**src/rtl/stack_pkg.sv**
```systemverilog
// Shared types and helpers for the multi-channel LIFO stack.
package stack_pkg;

    typedef enum logic [2:0] {
        OP_NONE,
        OP_PUSH,
        OP_POP,
        OP_REPLACE,
        OP_CLEAR
    } stack_op_e;

    // $clog2 that never returns 0, so single-entry selects still get a 1-bit field.
    function automatic int unsigned clog2_min1(input int unsigned n);
        return (n < 2) ? 1 : $clog2(n);
    endfunction

endpackage

```
**src/rtl/stack_lane.sv**
```systemverilog
// One LIFO channel: storage, occupancy counter and sticky overflow/underflow flags.
module stack_lane
    import stack_pkg::*;
#(
    parameter int unsigned DATA_WIDTH = 8,
    parameter int unsigned DEPTH      = 16,
    localparam int unsigned PW        = $clog2(DEPTH + 1)
) (
    input  logic                  clk_i,
    input  logic                  rst_ni,
    input  stack_op_e             op_i,
    input  logic [DATA_WIDTH-1:0] push_data_i,
    output logic [DATA_WIDTH-1:0] top_o,
    output logic [PW-1:0]         count_o,
    output logic                  full_o,
    output logic                  empty_o,
    output logic                  ovf_o,
    output logic                  unf_o
);

    localparam int unsigned AW = clog2_min1(DEPTH);

    logic [DATA_WIDTH-1:0] mem_q [DEPTH];
    logic [PW-1:0]         count_q, count_d;
    logic                  ovf_q, ovf_d;
    logic                  unf_q, unf_d;
    logic                  we;
    logic [AW-1:0]         waddr;
    logic [AW-1:0]         top_idx;

    assign full_o  = (count_q == PW'(DEPTH));
    assign empty_o = (count_q == '0);
    assign top_idx = AW'(count_q - PW'(1));
    assign top_o   = mem_q[top_idx];
    assign count_o = count_q;
    assign ovf_o   = ovf_q;
    assign unf_o   = unf_q;

    always_comb begin
        count_d = count_q;
        ovf_d   = ovf_q;
        unf_d   = unf_q;
        we      = 1'b0;
        waddr   = AW'(count_q);
        unique case (op_i)
            OP_CLEAR: begin
                count_d = '0;
                ovf_d   = 1'b0;
                unf_d   = 1'b0;
            end
            OP_PUSH: begin
                if (!full_o) begin
                    we      = 1'b1;
                    count_d = count_q + PW'(1);
                end else begin
                    ovf_d = 1'b1;
                end
            end
            OP_POP: begin
                if (!empty_o) count_d = count_q - PW'(1);
                else          unf_d   = 1'b1;
            end
            OP_REPLACE: begin
                we = 1'b1;
                if (!empty_o) begin
                    waddr = top_idx;
                end else begin
                    // Empty: the push still lands, only the pop half is rejected.
                    count_d = PW'(1);
                    unf_d   = 1'b1;
                end
            end
            default: ;
        endcase
    end

    always_ff @(posedge clk_i or negedge rst_ni) begin
        if (!rst_ni) begin
            count_q <= '0;
            ovf_q   <= 1'b0;
            unf_q   <= 1'b0;
        end else begin
            count_q <= count_d;
            ovf_q   <= ovf_d;
            unf_q   <= unf_d;
        end
    end

    always_ff @(posedge clk_i) begin
        if (we) mem_q[waddr] <= push_data_i;
    end

endmodule

```
**src/rtl/multi_stack.sv**
```systemverilog
// NUM_CH independent LIFO stacks behind one push port and one pop/peek port.
module multi_stack
    import stack_pkg::*;
#(
    parameter int unsigned DATA_WIDTH = 8,
    parameter int unsigned DEPTH      = 16,
    parameter int unsigned NUM_CH     = 4,
    localparam int unsigned CW        = clog2_min1(NUM_CH),
    localparam int unsigned PW        = $clog2(DEPTH + 1)
) (
    input  logic                  clk_i,
    input  logic                  rst_ni,
    input  logic                  push_i,
    input  logic [CW-1:0]         push_ch_i,
    input  logic [DATA_WIDTH-1:0] push_data_i,
    input  logic                  pop_i,
    input  logic [CW-1:0]         pop_ch_i,
    input  logic                  clear_i,
    input  logic [CW-1:0]         clear_ch_i,
    output logic [DATA_WIDTH-1:0] pop_data_o,
    output logic                  pop_valid_o,
    output logic [DATA_WIDTH-1:0] peek_data_o,
    output logic [PW-1:0]         count_o,
    output logic [NUM_CH-1:0]     full_o,
    output logic [NUM_CH-1:0]     empty_o,
    output logic [NUM_CH-1:0]     overflow_o,
    output logic [NUM_CH-1:0]     underflow_o
);

    logic [DATA_WIDTH-1:0] lane_top   [NUM_CH];
    logic [PW-1:0]         lane_count [NUM_CH];

    logic [DATA_WIDTH-1:0] sel_top;
    logic [PW-1:0]         sel_count;
    logic                  sel_empty;
    logic                  pop_ok;
    logic [DATA_WIDTH-1:0] pop_data_q, pop_data_d;
    logic                  pop_valid_q, pop_valid_d;

    for (genvar c = 0; c < NUM_CH; c++) begin : g_lane
        logic      p, q, clr;
        stack_op_e op;

        // Out-of-range channel selects match no lane and are silently dropped.
        assign p   = push_i  && (push_ch_i  == CW'(c));
        assign q   = pop_i   && (pop_ch_i   == CW'(c));
        assign clr = clear_i && (clear_ch_i == CW'(c));
        assign op  = clr      ? OP_CLEAR   :
                     (p && q) ? OP_REPLACE :
                     p        ? OP_PUSH    :
                     q        ? OP_POP     : OP_NONE;

        stack_lane #(
            .DATA_WIDTH (DATA_WIDTH),
            .DEPTH      (DEPTH)
        ) u_lane (
            .clk_i       (clk_i),
            .rst_ni      (rst_ni),
            .op_i        (op),
            .push_data_i (push_data_i),
            .top_o       (lane_top[c]),
            .count_o     (lane_count[c]),
            .full_o      (full_o[c]),
            .empty_o     (empty_o[c]),
            .ovf_o       (overflow_o[c]),
            .unf_o       (underflow_o[c])
        );
    end

    always_comb begin
        sel_top   = '0;
        sel_count = '0;
        sel_empty = 1'b1;
        for (int c = 0; c < NUM_CH; c++) begin
            if (pop_ch_i == CW'(c)) begin
                sel_top   = lane_top[c];
                sel_count = lane_count[c];
                sel_empty = empty_o[c];
            end
        end
    end

    assign peek_data_o = sel_top;
    assign count_o     = sel_count;

    // A clear on the popped channel wins over the pop.
    assign pop_ok      = pop_i && !sel_empty && !(clear_i && (clear_ch_i == pop_ch_i));
    assign pop_valid_d = pop_ok;
    assign pop_data_d  = pop_ok ? sel_top : pop_data_q;

    always_ff @(posedge clk_i or negedge rst_ni) begin
        if (!rst_ni) begin
            pop_valid_q <= 1'b0;
            pop_data_q  <= '0;
        end else begin
            pop_valid_q <= pop_valid_d;
            pop_data_q  <= pop_data_d;
        end
    end

    assign pop_valid_o = pop_valid_q;
    assign pop_data_o  = pop_data_q;

endmodule
```
**config.mk**
```make
export PLATFORM = sky130hd
export DESIGN_NAME = multi_stack
export DESIGN_NICKNAME = d
export VERILOG_FILES = /design/src/rtl/stack_pkg.sv /design/src/rtl/stack_lane.sv /design/src/rtl/multi_stack.sv
export SDC_FILE = /design/constraint.sdc
export NUM_CORES = 1
export LEC_CHECK = 0
export CORE_ASPECT_RATIO = 1.4
export CORE_MARGIN = 2
export CORE_UTILIZATION = 40
export DETAILED_ROUTE_END_ITERATION = 12
export PLACE_DENSITY = 0.54
export SLEW_MARGIN = 30
export SYNTH_ARGS = -nofsm -noshare
export SYNTH_HDL_FRONTEND = slang
export SYNTH_SLANG_ARGS = --single-unit
export TNS_END_PERCENT = 100
```
**constraint.sdc**
```tcl
create_clock -name clk_i -period 4.9 [get_ports clk_i]
set_input_delay 0.49 -clock clk_i [delete_from_list [all_inputs] [get_ports clk_i]]
set_output_delay 0.49 -clock clk_i [all_outputs]
set_load 0.005 [all_outputs]
```
* Yosys cells after proc, flatten, opt, wreduce, memory -nomap -nowiden
Memories as Yosys holds them, arrays and structs flattened.
Index checks and enable logic that the tools add are counted.
Widths: inputs -> output; s select.
** Operators by class
- $add $sub $neg :: 8
- Multipliers :: 0
- Div/mod/pow operators :: 0
- Order comparisons :: 0
- Equal/unequal tests :: 50
- Shifts and indexed selects :: 0
- Muxes and demuxes :: 84
- Bitwise logic cells :: 0
- Reduce and logical (&&, ||, !) cells :: 56
** Operators by type and width (number)
- $mux 5 :: 16
- $pmux 5 s4 :: 4
- $mux 4 :: 8
- $mux 8 :: 4
- $eq 3x2->1 const B :: 8
- $mux 1 :: 24
- $mux 2 :: 12
- $ne 2x1->1 const B :: 12
- $pmux 1 s2 :: 12
- $add 5x1->5 const B :: 4
- $eq 5x5->1 const B :: 4
- $logic_not 5->1 :: 4
- $sub 5x1->5 const B :: 4
- $logic_and 1x1->1 :: 19
- $ne 2x2->1 const B :: 8
- $reduce_and 2->1 :: 8
- $reduce_and 4->1 :: 4
- $reduce_bool 2->1 :: 8
- $reduce_bool 4->1 :: 4
- $eq 2x2->1 const B :: 6
- $eq 3x1->1 const B :: 4
- $eq 3x3->1 const B :: 4
- $mux 3 :: 4
- $reduce_or 2->1 :: 4
- other kinds (4) :: 9
** Storage, ports and cells
- Bits in registers :: 37
- Bits in latches :: 0
- Bits in writable memories :: 512
- Memory bits (read-only) :: 0
- Bits of input ports :: 19
- Output and inout port bits :: 38
- Logic and storage cells :: 216
- Memories :: 4
** Memory list
- g_lane[0].u_lane.mem_q :: words 16, width 8, rd ports 1, clocked after Yosys merged registers in 0, wr ports 1, line stack_lane.sv:23 : logic [DATA_WIDTH-1:0] mem_q [DEPTH];
- g_lane[1].u_lane.mem_q :: words 16, width 8, rd ports 1, clocked after Yosys merged registers in 0, wr ports 1, line stack_lane.sv:23
- g_lane[2].u_lane.mem_q :: words 16, width 8, rd ports 1, clocked after Yosys merged registers in 0, wr ports 1, line stack_lane.sv:23
- g_lane[3].u_lane.mem_q :: words 16, width 8, rd ports 1, clocked after Yosys merged registers in 0, wr ports 1, line stack_lane.sv:23

* Logic depth before layout (Yosys ltp)
- Depth in word-level cells :: 10
- Mapped depth :: 13
- Mapped depth without buffers :: 9

* By module
A second synthesis with hierarchy kept.
** Unflattened totals
- Cell total of the unflattened synthesis :: 1517
- Area, all modules :: 24412.2 sq um
** By module, submodules not included
- stack_lane (g_lane[2].u_lane ...) :: instances 2, cells an instance 341, area an instance 5881.9 sq um, seq. area each 4018.9 sq um
- stack_lane (g_lane[0].u_lane) :: instances 1, cells an instance 410, area an instance 5925.7 sq um, seq. area each 4018.9 sq um
- stack_lane (g_lane[1].u_lane) :: instances 1, cells an instance 367, area an instance 5844.4 sq um, seq. area each 4018.9 sq um
- multi_stack :: instances 1, cells an instance 58, area an instance 878.3 sq um, seq. area each 225.2 sq um

* Worst setup path before layout
OpenSTA, ideal clock, no wires.
- Path kind :: register to register
- Start :: register g_lane[2].u_lane.count_q[0]
- End :: memory g_lane[2].u_lane.mem_q[1][0], enable pin
- Library setup time :: 0.370 ns
- Arrival :: 3.180 ns
- Data required time :: 4.530 ns
- Setup slack :: 1.350 ns
- Stages on the path, launching flop included :: 12
- Path buffers :: 6
- Period minus slack after synthesis :: 3.550 ns
- Cell sequence :: dfrtp_1 -> buf_2 -> buf_2 -> buf_4 -> buf_2 -> inv_1 -> ha_1 -> clkbuf_1 -> clkbuf_1 -> a31oi_1 -> nand2b_1 -> nor2_1
** On the way
- Word-level cells in the longest chain between the ends :: 5
- Elaborated cells between the ends (all ways) :: 9
- Classes of those cells :: 1 x add/sub; 1 x eq/ne; 6 x mux; 1 x reduce/logical
** Ends and longest elaborated chain
- start, declared :: line stack_lane.sv:24 : logic [PW-1:0] count_q, count_d;
- start signal, assigned :: line stack_lane.sv:83 : count_q <= count_d;
- $eq 5x5->1 :: line stack_lane.sv:31 : assign full_o = (count_q == PW'(DEPTH));
- $mux 1 :: line stack_lane.sv:52 : if (!full_o) begin
- $pmux 1 s2 :: line stack_lane.sv:45 : unique case (op_i)
- $mux 1 :: line stack_lane.sv:90 : if (we) mem_q[waddr] <= push_data_i;
- $mux 1 (not written as such) :: line stack_lane.sv:90
- end, declared :: line stack_lane.sv:23
Parallel ways exist; a longest one is shown, timed or not.

* Worst setup path in the final report
- Start :: register g_lane[2].u_lane.count_q[1]
- End :: output peek_data_o[1]
** On the way
- Word-level cells in the longest chain between the ends :: 4
** Ends and longest elaborated chain
- $sub 5x1->5 :: line stack_lane.sv:33 : assign top_idx = AW'(count_q - PW'(1));
- $mem_v2 16x8
- $mux 8 (2 in a row) :: line multi_stack.sv:75 : if (pop_ch_i == CW'(c)) begin
- end, declared :: line multi_stack.sv:22 : output logic [DATA_WIDTH-1:0] peek_data_o,
No other way between the ends.

==> impl_metrics.yaml <==
status:
  outcome: "completed"
critical_path:
  critical_path.reg2reg.startpoint: "g_lane[2].u_lane.count_o[1]"
  setup.reg_to_reg.worst_slack_ns: 1.39
  timing.critical_path.cells: "inv_1, ha_1, buf_4, mux4_2, mux2i_1, a221oi_1, buf_4, nor4_1, nor2b_1, clkdlybuf4s50_1"
  crit_buf_inv: 4
  worst_path_most_repeated_cell: "sky130_fd_sc_hd__buf_4"
  setup_crit_end_kind: "output port"
  critical_path_required_ns: 4.41
  cp_slowest_cell: "sky130_fd_sc_hd__dfrtp_1"
  critical_path.max_fanout: 29
  reg2regPathDepth: 9
  cpPeakStageDelay_ns: 0.55
  critical-path-top-delay-family: "buffers and inverters"
  crit_type: "register to output port"
  timing.critical_path.arrival_ns: 4.18
  timing.critical_path.from_type: "register"
  worst_r2r_endpoint: "g_lane[2].u_lane.mem_q[6][3]"
timing:
  maxSlewViolCount: 0
  final-hold-violation-count: 0
  finalCriticalPeriod_ns: 4.667
  fin_worst_hold_slack_ns: 0.4914
  worst_max_slew_margin_expressed_relative_to_the_limit: 0.3765
  maxClockFrequency_mhz: 214.3
  setup_viol: 0
  finClkSkew_ns: 0.02187
  timing.final.crit_share: 0.9525
  rsz0062_at_grt: "no"
  timing_worst_slew_pin_value_ns: 0.9318
  setup-tns-final_ns: 0
  worst_slack_ns: 0.2326
floorplanning:
  floorplan.rows: 105
  die_h_um: 291.6
  die_width_um: 209.4
  die_area_sq_um: 61060
  design.core.area_sq_um: 58460
  i_o_pins: 57
  initial_utilization: 0.4042
synth:
  synth_warnings: 0
  synth_sequential_area_ratio: 0.6899
  dominantRegCellSynth: "sky130_fd_sc_hd__edfxtp_1"
  synth_most_common_cell: "sky130_fd_sc_hd__edfxtp_1"
  synth_nets: 1484
  synth.cell_area_sq_um: 23630
  synth.distinct_cells: 74
  yosys_register_bits: 549
  synth_top_cells_by_count: "sky130_fd_sc_hd__edfxtp_1 (512), sky130_fd_sc_hd__nor2_1 (111), sky130_fd_sc_hd__mux4_2 (97)"
  avgSynthCellArea_sq_um: 16.26
  yosys.area.top_type_share: 0.6507
  number_of_synthesized_flops_with_an_enable_pin: 512
  most_area_hungry_cell_type_in_the_yosys_netlist: "sky130_fd_sc_hd__edfxtp_1"
  syn_inst: 1453
  ys_top_cells_by_area: "sky130_fd_sc_hd__edfxtp_1 (65%), sky130_fd_sc_hd__mux4_2 (9.2%), sky130_fd_sc_hd__dfrtp_1 (3.9%), sky130_fd_sc_hd__mux2i_1 (3.9%), sky130_fd_sc_hd__nor2_1 (1.8%)"
  synthArstFlopShare: 0.06740
cells_and_area:
  multi_input_comb_area_sq_um: 6795
  num-fill-cells: 4944
  num-nets-final: 1555
  drive_gt1_frac: 0.1818
  instances_no_fill: 2317
  final_core_utilization: 0.4593
  postLayoutCellArea_sq_um: 26850
  layout.area.seq_sq_um: 16300
  total_inserted_antenna_cells: 0
  syn_to_final_growth_pct: 13.64
placement:
  placement.io_buffers: 56
  place_congestion: 0.8438
  post_dp_cell_area_sq_um: 25020
  dp_hpwl_mm: 37.81
  placedCellCount: 2212
  pre_cts_slack_ns: 0.5988
power:
  worst_case_vdd_ir_drop_uv: 295.1
  power.leakage_nw: 8.752
  sw_frac_of_total: 0.3311
  share_clk_of_total_power: 0.274
  power.density_cell_area_nw_per_um2: 559.4
  power.total_mw: 15.02
  power.net_switching_mw: 4.973
  pwr-share-seq: 0.368
  p_comb_frac: 0.358
  internal-power_mw: 10.05
drt:
  drtIter0Drc: 962
  pre_repair_dr_iteration_count: 5
  totalWireLength_mm: 57.76
  ant_nets: 0
  vias: 13202
  average_wire_per_standard_cell_um: 24.93
  drc: 0
  vias_per_cell: 5.698
min_path:
  worst_hold_path_type: "register to register"
  hold_end: "pop_data_o[7]"
  min_delay_path_depth: 1
  hold_start: "pop_data_o[7]"
global_route:
  track_usage: 0.1909
  antenna_violations_before_repair: 0
  grt_first_pass_wirelength_mm: 87.22
  number_of_global_route_vias_before_repair: 13581
  grt_overflow: 0
  largest_net_degree_at_the_start_of_global_routing: 65
cts:
  clock_tree.root_cell: "sky130_fd_sc_hd__clkbuf_16"
  sink_count_of_the_clock_tree: 549
  tritoncts_clock_tree: "yes"
  ctsHtreeMaxLevel: 2
  clock_insertion_delay_worst_skew_ns: 0.59
  cts_made_buffers: 53
  clkSlewWorstSetupHoldPaths_ns: 0.06
  cts-root-to-sink-buffers: 3
job:
  max-cap-violations: 0
-- cell families after synthesis --
logic type / Yosys count / share of synthesized area
compound gates: 179 / 0.05222
xor+xnor: 13 / 0.006249
fa+ha+maj: 12 / 0.006354
buf+inv: 118 / 0.02489
flops: 549 / 0.6899
mux: 213 / 0.1429
simple gates: 369 / 0.07753
-- worst max path at each step --
stage / start / to / slack, ns / cells past startpoint
2_1_floorplan: g_lane[2].u_lane.count_o[0] / g_lane[2].u_lane.mem_q[1][0] / 1.35 / 11
3_3_place_gp: g_lane[1].u_lane.count_o[1] / peek_data_o[0] / 0.71 / 9
4_1_cts: g_lane[1].u_lane.count_o[1] / peek_data_o[2] / 0.03 / 9
6_report: g_lane[2].u_lane.count_o[1] / peek_data_o[1] / 0.23 / 10
5_1_grt: g_lane[2].u_lane.count_o[1] / peek_data_o[1] / 0.06 / 10
3_5_place_dp: g_lane[1].u_lane.count_o[1] / peek_data_o[0] / 0.60 / 9
-- power by group through the flow --
stage                     Clock (mW)  Combinational, mW  Sequential, mW
after floorplan                    0               3.57            5.48
final                           4.11               5.38            5.53
after global placement             0               5.32            5.62
after global routing            4.35               5.78            5.55
after detailed placement           0               5.32            5.63
after CTS                       4.20               5.35            5.53
-- flip-flops by register name, indices dropped and copies added, names as in the netlist --
name	cells
pop_data_o	8
g_lane.u_lane.count_o	20
g_lane.u_lane.unf_o	4
g_lane.u_lane.mem_q	512
g_lane.u_lane.ovf_o	4
pop_valid_o	1
-- cell type report --
cell class / instances / area share
sequential: 549 / 0.6073
multi-input combinational: 786 / 0.2531
tap: 749 / 0.03490
clock inverter: 27 / 0.01072
timing repair buffer: 113 / 0.03709
inverter: 21 / 0.002936
clock buffer: 72 / 0.05401
-- per-layer routing --
metal	track usage	vias up	part of all wire
li1	-	5917	-
met1	0.2437	6903	0.41
met2	0.3406	307	0.53
met3	0.02065	75	0.036
met4	0.06185	0	0.028
met5	0	-	0
-- repair_timing --
action                                  in CTS  in global routing
hold buffers                                 1                  0
endpoints found under the setup margin       1                  7
cloned                                       0                  0
setup buffers                                0                  5
endpoints found under the hold margin        8                  0
resized for setup                            1                  4
-- layout by cell type (no fill, tap or decap), types with 34 or more instances in the layout --
cell type / netlist / routed
sky130_fd_sc_hd__nor2_1: 111 / 110
sky130_fd_sc_hd__clkbuf_16: 0 / 55
sky130_fd_sc_hd__nand3_1: 64 / 64
sky130_fd_sc_hd__nand2_1: 60 / 60
sky130_fd_sc_hd__clkdlybuf4s50_1: 0 / 47
sky130_fd_sc_hd__mux4_2: 97 / 97
sky130_fd_sc_hd__dfrtp_1: 37 / 34
sky130_fd_sc_hd__a21oi_1: 40 / 40
sky130_fd_sc_hd__mux2i_1: 92 / 92
sky130_fd_sc_hd__edfxtp_1: 512 / 512
sky130_fd_sc_hd__buf_4: 21 / 52
(Power assumes the default switching activity.)
